[src/rtl/float_to_int_converter.sv]
// Converts an IEEE-754 binary32 operand to a 32-bit two's-complement integer, truncating toward zero.
// Latency: valid pulses k+1 cycles after the accepting edge (k = |e-23| for normal inputs, 0 for special cases).
// Backpressure: none downstream; load is only accepted in IDLE and is silently dropped while busy.
module float_to_int_converter (
  input  logic        clk,
  input  logic        rst,
  input  logic        load,
  input  logic [31:0] inA,
  output logic [31:0] out,
  output logic        valid,
  output logic        busy,
  output logic        overflow,
  output logic        invalid,
  output logic        inexact
);

  typedef enum logic [1:0] {
    IDLE   = 2'd0,
    SHIFT  = 2'd1,
    FINISH = 2'd2
  } state_t;

  // Bias 127 plus 23 fraction bits: a biased exponent of 150 means the
  // significand already sits at the integer binary point.
  localparam logic [7:0]  EXP_POINT = 8'd150;
  localparam logic [7:0]  EXP_BIAS  = 8'd127;
  // Smallest biased exponent whose magnitude is at least 2^31.
  localparam logic [7:0]  EXP_SAT   = 8'd158;
  localparam logic [31:0] INT_MAX   = 32'h7FFF_FFFF;
  localparam logic [31:0] INT_MIN   = 32'h8000_0000;
  // -2^31 is the one value at or beyond 2^31 that is representable.
  localparam logic [31:0] FLT_MIN_INT = 32'hCF00_0000;

  state_t      state;
  logic [31:0] acc;
  logic [4:0]  count;
  logic        sticky;
  logic        sign;
  logic        left;
  logic        sat_pend;
  logic        nan_pend;

  logic [7:0]  exp_f;
  logic [22:0] frac_f;
  logic        sgn_f;

  assign sgn_f  = inA[31];
  assign exp_f  = inA[30:23];
  assign frac_f = inA[22:0];

  // Decoded view of inA, used only on the accepting edge.
  logic        dec_nan;
  logic        dec_sat;
  logic        dec_inx;
  logic        dec_left;
  logic [4:0]  dec_k;
  logic [31:0] dec_acc;

  // Classify the operand and derive the initial accumulator, shift count and direction.
  always_comb begin
    dec_nan  = 1'b0;
    dec_sat  = 1'b0;
    dec_inx  = 1'b0;
    dec_left = 1'b0;
    dec_k    = 5'd0;
    dec_acc  = {8'd0, 1'b1, frac_f};
    if (exp_f == 8'hFF) begin
      // Infinity saturates, NaN reports invalid with a zero result.
      dec_acc = 32'd0;
      if (frac_f != 23'd0) begin
        dec_nan = 1'b1;
      end else begin
        dec_sat = 1'b1;
      end
    end else if (exp_f == 8'd0) begin
      // Zero and denormals truncate to 0; any fraction bit is lost.
      dec_acc = 32'd0;
      dec_inx = (frac_f != 23'd0);
    end else if (exp_f < EXP_BIAS) begin
      // 0 < |x| < 1: nonzero value always truncates to 0.
      dec_acc = 32'd0;
      dec_inx = 1'b1;
    end else if (exp_f >= EXP_SAT) begin
      if (inA == FLT_MIN_INT) begin
        // Exact -2^31; negating 0x80000000 in FINISH leaves it unchanged.
        dec_acc = INT_MIN;
      end else begin
        dec_acc = 32'd0;
        dec_sat = 1'b1;
      end
    end else if (exp_f > EXP_POINT) begin
      dec_left = 1'b1;
      dec_k    = 5'(exp_f - EXP_POINT);
    end else begin
      dec_k    = 5'(EXP_POINT - exp_f);
    end
  end

  // Control FSM plus datapath: shift one bit per SHIFT cycle, resolve sign and flags in FINISH.
  always_ff @(posedge clk) begin
    if (rst) begin
      state    <= IDLE;
      acc      <= 32'd0;
      count    <= 5'd0;
      sticky   <= 1'b0;
      sign     <= 1'b0;
      left     <= 1'b0;
      sat_pend <= 1'b0;
      nan_pend <= 1'b0;
      out      <= 32'd0;
      valid    <= 1'b0;
      overflow <= 1'b0;
      invalid  <= 1'b0;
      inexact  <= 1'b0;
    end else begin
      valid <= 1'b0;
      case (state)
        IDLE: begin
          if (load) begin
            acc      <= dec_acc;
            count    <= dec_k;
            sticky   <= dec_inx;
            sign     <= sgn_f;
            left     <= dec_left;
            sat_pend <= dec_sat;
            nan_pend <= dec_nan;
            state    <= (dec_k == 5'd0) ? FINISH : SHIFT;
          end
        end
        SHIFT: begin
          if (left) begin
            acc <= acc << 1;
          end else begin
            // Bits falling off the bottom are fraction bits being truncated.
            acc    <= acc >> 1;
            sticky <= sticky | acc[0];
          end
          count <= count - 5'd1;
          if (count == 5'd1) begin
            state <= FINISH;
          end
        end
        FINISH: begin
          valid    <= 1'b1;
          overflow <= sat_pend;
          invalid  <= nan_pend;
          inexact  <= sticky;
          if (nan_pend) begin
            out <= 32'd0;
          end else if (sat_pend) begin
            out <= sign ? INT_MIN : INT_MAX;
          end else begin
            out <= sign ? (~acc + 32'd1) : acc;
          end
          state <= IDLE;
        end
        default: begin
          state <= IDLE;
        end
      endcase
    end
  end

  // Any state other than IDLE means a conversion is in flight.
  assign busy = (state != IDLE);

endmodule

[config.mk]
export PLATFORM = sky130hd
export DESIGN_NAME = float_to_int_converter
export DESIGN_NICKNAME = d
export VERILOG_FILES = /design/src/rtl/float_to_int_converter.sv
export SDC_FILE = /design/constraint.sdc
export NUM_CORES = 1
export LEC_CHECK = 0
export BUFFER_PORTS_ARGS = -buffer_cell sky130_fd_sc_hd__buf_2
export CELL_PAD_IN_SITES_DETAIL_PLACEMENT = 1
export CELL_PAD_IN_SITES_GLOBAL_PLACEMENT = 1
export CORE_MARGIN = 4
export CORE_UTILIZATION = 47
export CTS_BUF_LIST = sky130_fd_sc_hd__clkbuf_8
export CTS_CLUSTER_SIZE = 40
export DETAILED_ROUTE_END_ITERATION = 8
export PLACE_DENSITY_LB_ADDON = 0.1
export SETUP_SLACK_MARGIN = 0.3
export SYNTH_ARGS = -nofsm -noshare
export SYNTH_HDL_FRONTEND = slang
export SYNTH_SLANG_ARGS = --single-unit
[constraint.sdc]
create_clock -name clk -period 5.5 [get_ports clk]
set_input_delay 0.825 -clock clk [delete_from_list [all_inputs] [get_ports clk]]
set_output_delay 0.825 -clock clk [all_outputs]
set_load 0.03 [all_outputs]
Word level (Yosys, flattened, before mapping)
Index checks and enable logic that the tools add are counted.

Reductions and logical operators: 10. Add/sub/neg operators: 4. Order comparisons: 3. Multiplexer cells: 43. Bitwise logic cells: 2. Equal/unequal tests: 8.

Operators with widths (count): $mux 32 (11); $pmux 32 s2 (1); $add 32x1->32 const B (1); $eq 32x32->1 const B (1); $not 32->32 (1); $mux 5 (6); $reduce_bool 23->1 (1); $mux 1 (19); $pmux 5 s2 (1); $eq 8x8->1 const B (1); $ge 8x8->1 const B (1); $gt 8x8->1 const B (1); $logic_not 8->1 (1); $lt 8x7->1 const B (1); $mux 2 (3); $ne 2x2->1 const B (3); $reduce_and 2->1 (3); $eq 5x1->1 const B (1); $logic_not 5->1 (1); $sub 5x1->5 const B (1); $sub 5x5->5 const A (1); $sub 5x5->5 const B (1); $pmux 2 s2 (1); $reduce_bool 2->1 (2); other kinds (6) (6).

Output and inout port bits: 37. Logic and storage cells: 83. Register bits after elaboration: 80. Bits of input ports: 35.

Depth between registers and ports, before layout
Depth after elaboration: 10. Mapped depth: 9.

Worst setup path after synthesis
No wires, ideal clock.

Path type: register to register. From: register acc[1]. To: register out[30]. Arrival time: 2.461 ns. Stages on the path, launching flop included: 9. Setup slack: 2.943 ns. Period minus slack after synthesis: 2.557 ns. Cell sequence: dfxtp_1 > inv_1 > ha_1 > or4b_2 > clkbuf_1 > nor4_1 > nand4_1 > mux2i_1 > a221oi_1.

Cells in the longest elaborated chain, start to end: 5.

Ends and longest elaborated chain: start: declaration (RTL line 35) `logic [31:0] acc;`; start signal: assignment (RTL line 132) `acc <= acc << 1;`; start signal: assignment (RTL line 135) `acc <= acc >> 1;`; $not 32->32 (RTL line 153) `out <= sign ? (~acc + 32'd1) : acc;`; $add 32x1->32 (RTL line 153); $mux 32 (RTL line 153); $mux 32 (RTL line 150) `end else if (sat_pend) begin`; $mux 32 (RTL line 148) `if (nan_pend) begin`; end signal: assignment (RTL line 151) `out <= sign ? INT_MIN : INT_MAX;`; end signal: assignment (RTL line 153); end: declaration (RTL line 9) `output logic [31:0] out,`.

Every way passes these cells. A chain may end at the register's enable or synchronous reset.

Final worst setup path
Same ends and word-level chain as after synthesis.

==> flow_metrics.tcl <==
set metrics [dict create \
    die_w_um 111 \
    fin_nets 727 \
    nFillCells 1326 \
    cts.clk_slew.worst_paths_ns 0.09 \
    ys_top_cells_by_area "dfxtp_1 32%, a21oi_1 8.9%, mux2i_1 8.7%, nor2_1 5.5%, clkbuf_1 4.3%" \
    drv_slew 0 \
    hold_path.class "flip-flop to flip-flop" \
    io_buffer_count 71 \
    setup_viol 0 \
    synth_cell_types 55 \
    p_comb_frac 0.252 \
    finalClockSkew_ns 0.0145 \
    dieArea_mm2 0.0123 \
    synth_top_flop_cell "dfxtp_1" \
    worstMarginPinSlew_ns 1.06 \
    htreeDepth 3 \
    core_mm2 0.0103 \
    grt-ovfl-total 0 \
    cp_data_required_time_ns 5.77 \
    fin_crit_sh 0.562 \
    syn_avg_cell_area_um2 7.53 \
    grt_max_degree 50 \
    ys_warn_count 0 \
    ys_async_sr_fraction 0 \
    gp_congestion 0.830 \
    yosys.area.top_type "dfxtp_1" \
    insertion_delay_ns 0.37 \
    setup_tns_ns 0 \
    num_vias 5072 \
    p_per_area_mw_per_mm2 260 \
    cts_resized 0 \
    synth_edf_count 0 \
    diodes 0 \
    hold_buffers 0 \
    worstPathMaxFanout 9 \
    swShare 0.357 \
    area_growth_pct 10.3 \
    clockPowerShare 0.281 \
    end_kind "flip-flop" \
    intPower_uw 916 \
    start_util 0.482 \
    utilization 0.531 \
    max_slew_margin 0.290 \
    cts.sinks 80 \
    yosysSeqAreaShare 0.322 \
    status "completed" \
    grt_pass1_wl_um 26100 \
    wire_per_inst_um 18.6 \
    viasPerCell 6.15 \
    first_pass_iters 5 \
    fp.dieH_um 111 \
    grt_pass1_vias 5101 \
    rr_startpoint "acc[1]" \
    leakagePower_uw 0.00206 \
    cts_setup_buffers 0 \
    synth_fp_nets 703 \
    drive_above_1_share 0.165 \
    drc 0 \
    cts_buffers 9 \
    start_kind "flip-flop" \
    cp.arrival_ns 3.36 \
    cts_buffer_depth 2 \
    clockRootBuffer "clkbuf_8" \
    rows 37 \
    layout.cells.non_filler 825 \
    p_sw_uw 508 \
    place_area_mm2 0.00531 \
    ant_nets 0 \
    dp_hpwl_um 10900 \
    clock.fmax_ghz 0.323 \
    synth.top_cell.area_share 0.322 \
    synth-seq-cells 80 \
    syn_inst 660 \
    rsz0062_at_grt "false" \
    post-route-min-period_ns 3.09 \
    min-delay-start "out[16]" \
    num_io_pins 72 \
    grt_use_total 0.252 \
    synth_area_mm2 0.00497 \
    drv_cap 0 \
    cts_tree "yes" \
    place_inst 809 \
    worstSetupPathType "flip-flop to flip-flop" \
    max-vdd-ir-drop_mv 0.110 \
    finalHoldViolCount 0 \
    initialDrtViolationCount 284 \
    seqPwrFrac 0.468 \
    startpoint "acc[1]" \
    antenna_found_initial 0 \
    fin_area_mm2 0.00548 \
    drt_wl_total_um 15400 \
]
[area by class of cell]
type | count | area (µm²) | area share
multi-input combinational | 503 | 3080 | 0.562
sequential | 80 | 1600 | 0.292
timing repair buffer | 78 | 408 | 0.0744
tap | 136 | 170 | 0.0310
clock buffer | 10 | 138 | 0.0251
inverter | 12 | 45.0 | 0.00822
clock inverter | 6 | 36.3 | 0.00662
[metal layers]
metal	wire length, µm	vias to the layer above	global-route usage
li1	-	2446	-
met1	7380	2487	0.356
met2	7140	122	0.398
met3	679	17	0.0415
met4	162	0	0.0665
met5	0	-	0
[power groups by stage]
stage	combinational (µW)	clock, µW	sequential (µW)
final	358	400	666
after global routing	400	429	674
after CTS	358	404	665
after detailed placement	355	0	679
after global placement	346	0	676
after floorplan	255	0	674
[Yosys cell counts, drive strengths merged (9+ instances only)]
cell type,number
a21oi,88
dfxtp,80
nor2,73
clkbuf,57
nand2,52
mux2i,43
o21ai,36
nor3,33
xnor2,15
a31oi,13
nand3,12
nor4,12
o41ai,11
inv,10
a221oi,9
[metrics by stage]
step	setup WS, ns	hold slack, ns	total power [µW]
2_1_floorplan	2.94	0.469	929
3_3_place_gp	2.52	0.439	1020
3_5_place_dp	2.44	0.447	1030
4_1_cts	2.40	0.456	1430
5_1_grt	2.10	0.482	1500
6_report	2.41	0.455	1420
[registers in the layout, indices dropped and copies added (netlist names), 2 cells and up]
| signal | flops |
|---|---|
| acc | 32 |
| count | 5 |
| out | 32 |
| state | 2 |
[cell usage in the layout (no fill, tap or decap), types with 7 or more instances in the layout]
cell,n
a21oi_1,88
dfxtp_1,79
nor2_1,72
buf_2,71
nand2_1,52
mux2i_1,43
o21ai_0,36
nor3_1,33
xnor2_1,15
a31oi_1,13
nor4_1,12
nand3_1,12
o41ai_1,11
inv_1,11
clkbuf_8,10
or3_1,8
a221oi_1,8
ha_1,8
or2_2,7
a211oi_1,7
buf_4,7
[cell families (layout without fill, tap and decap cells)]
kind of cell / after synthesis / count (layout) / synth area share
flip-flops: 80 / 80 / 0.322
adder cells (fa/ha/maj): 8 / 8 / 0.0201
buffers and inverters: 77 / 106 / 0.0599
AND/OR/NAND/NOR: 235 / 235 / 0.232
AO/OA/AOI/OAI: 197 / 197 / 0.243
XOR/XNOR: 17 / 17 / 0.0300
multiplexers: 46 / 46 / 0.0934
[final timing paths]
kind,end,slack (ns),cells past startpoint
worst max-delay path,out[30],2.41,7
worst min-delay path,out[16],0.45,2
worst max register to register,out[30],2.41,7
worst min register to register,out[16],0.45,2
[worst max-delay path, stage by stage, from the launching register on]
cell      delay (ns)
dfxtp_1         0.34
inv_1           0.10
ha_1            0.19
or4b_2          0.74
nor4_1          0.94
nand4_1         0.21
mux2i_1         0.19
a221oi_1        0.29
Power figures use the tool's default switching activity.
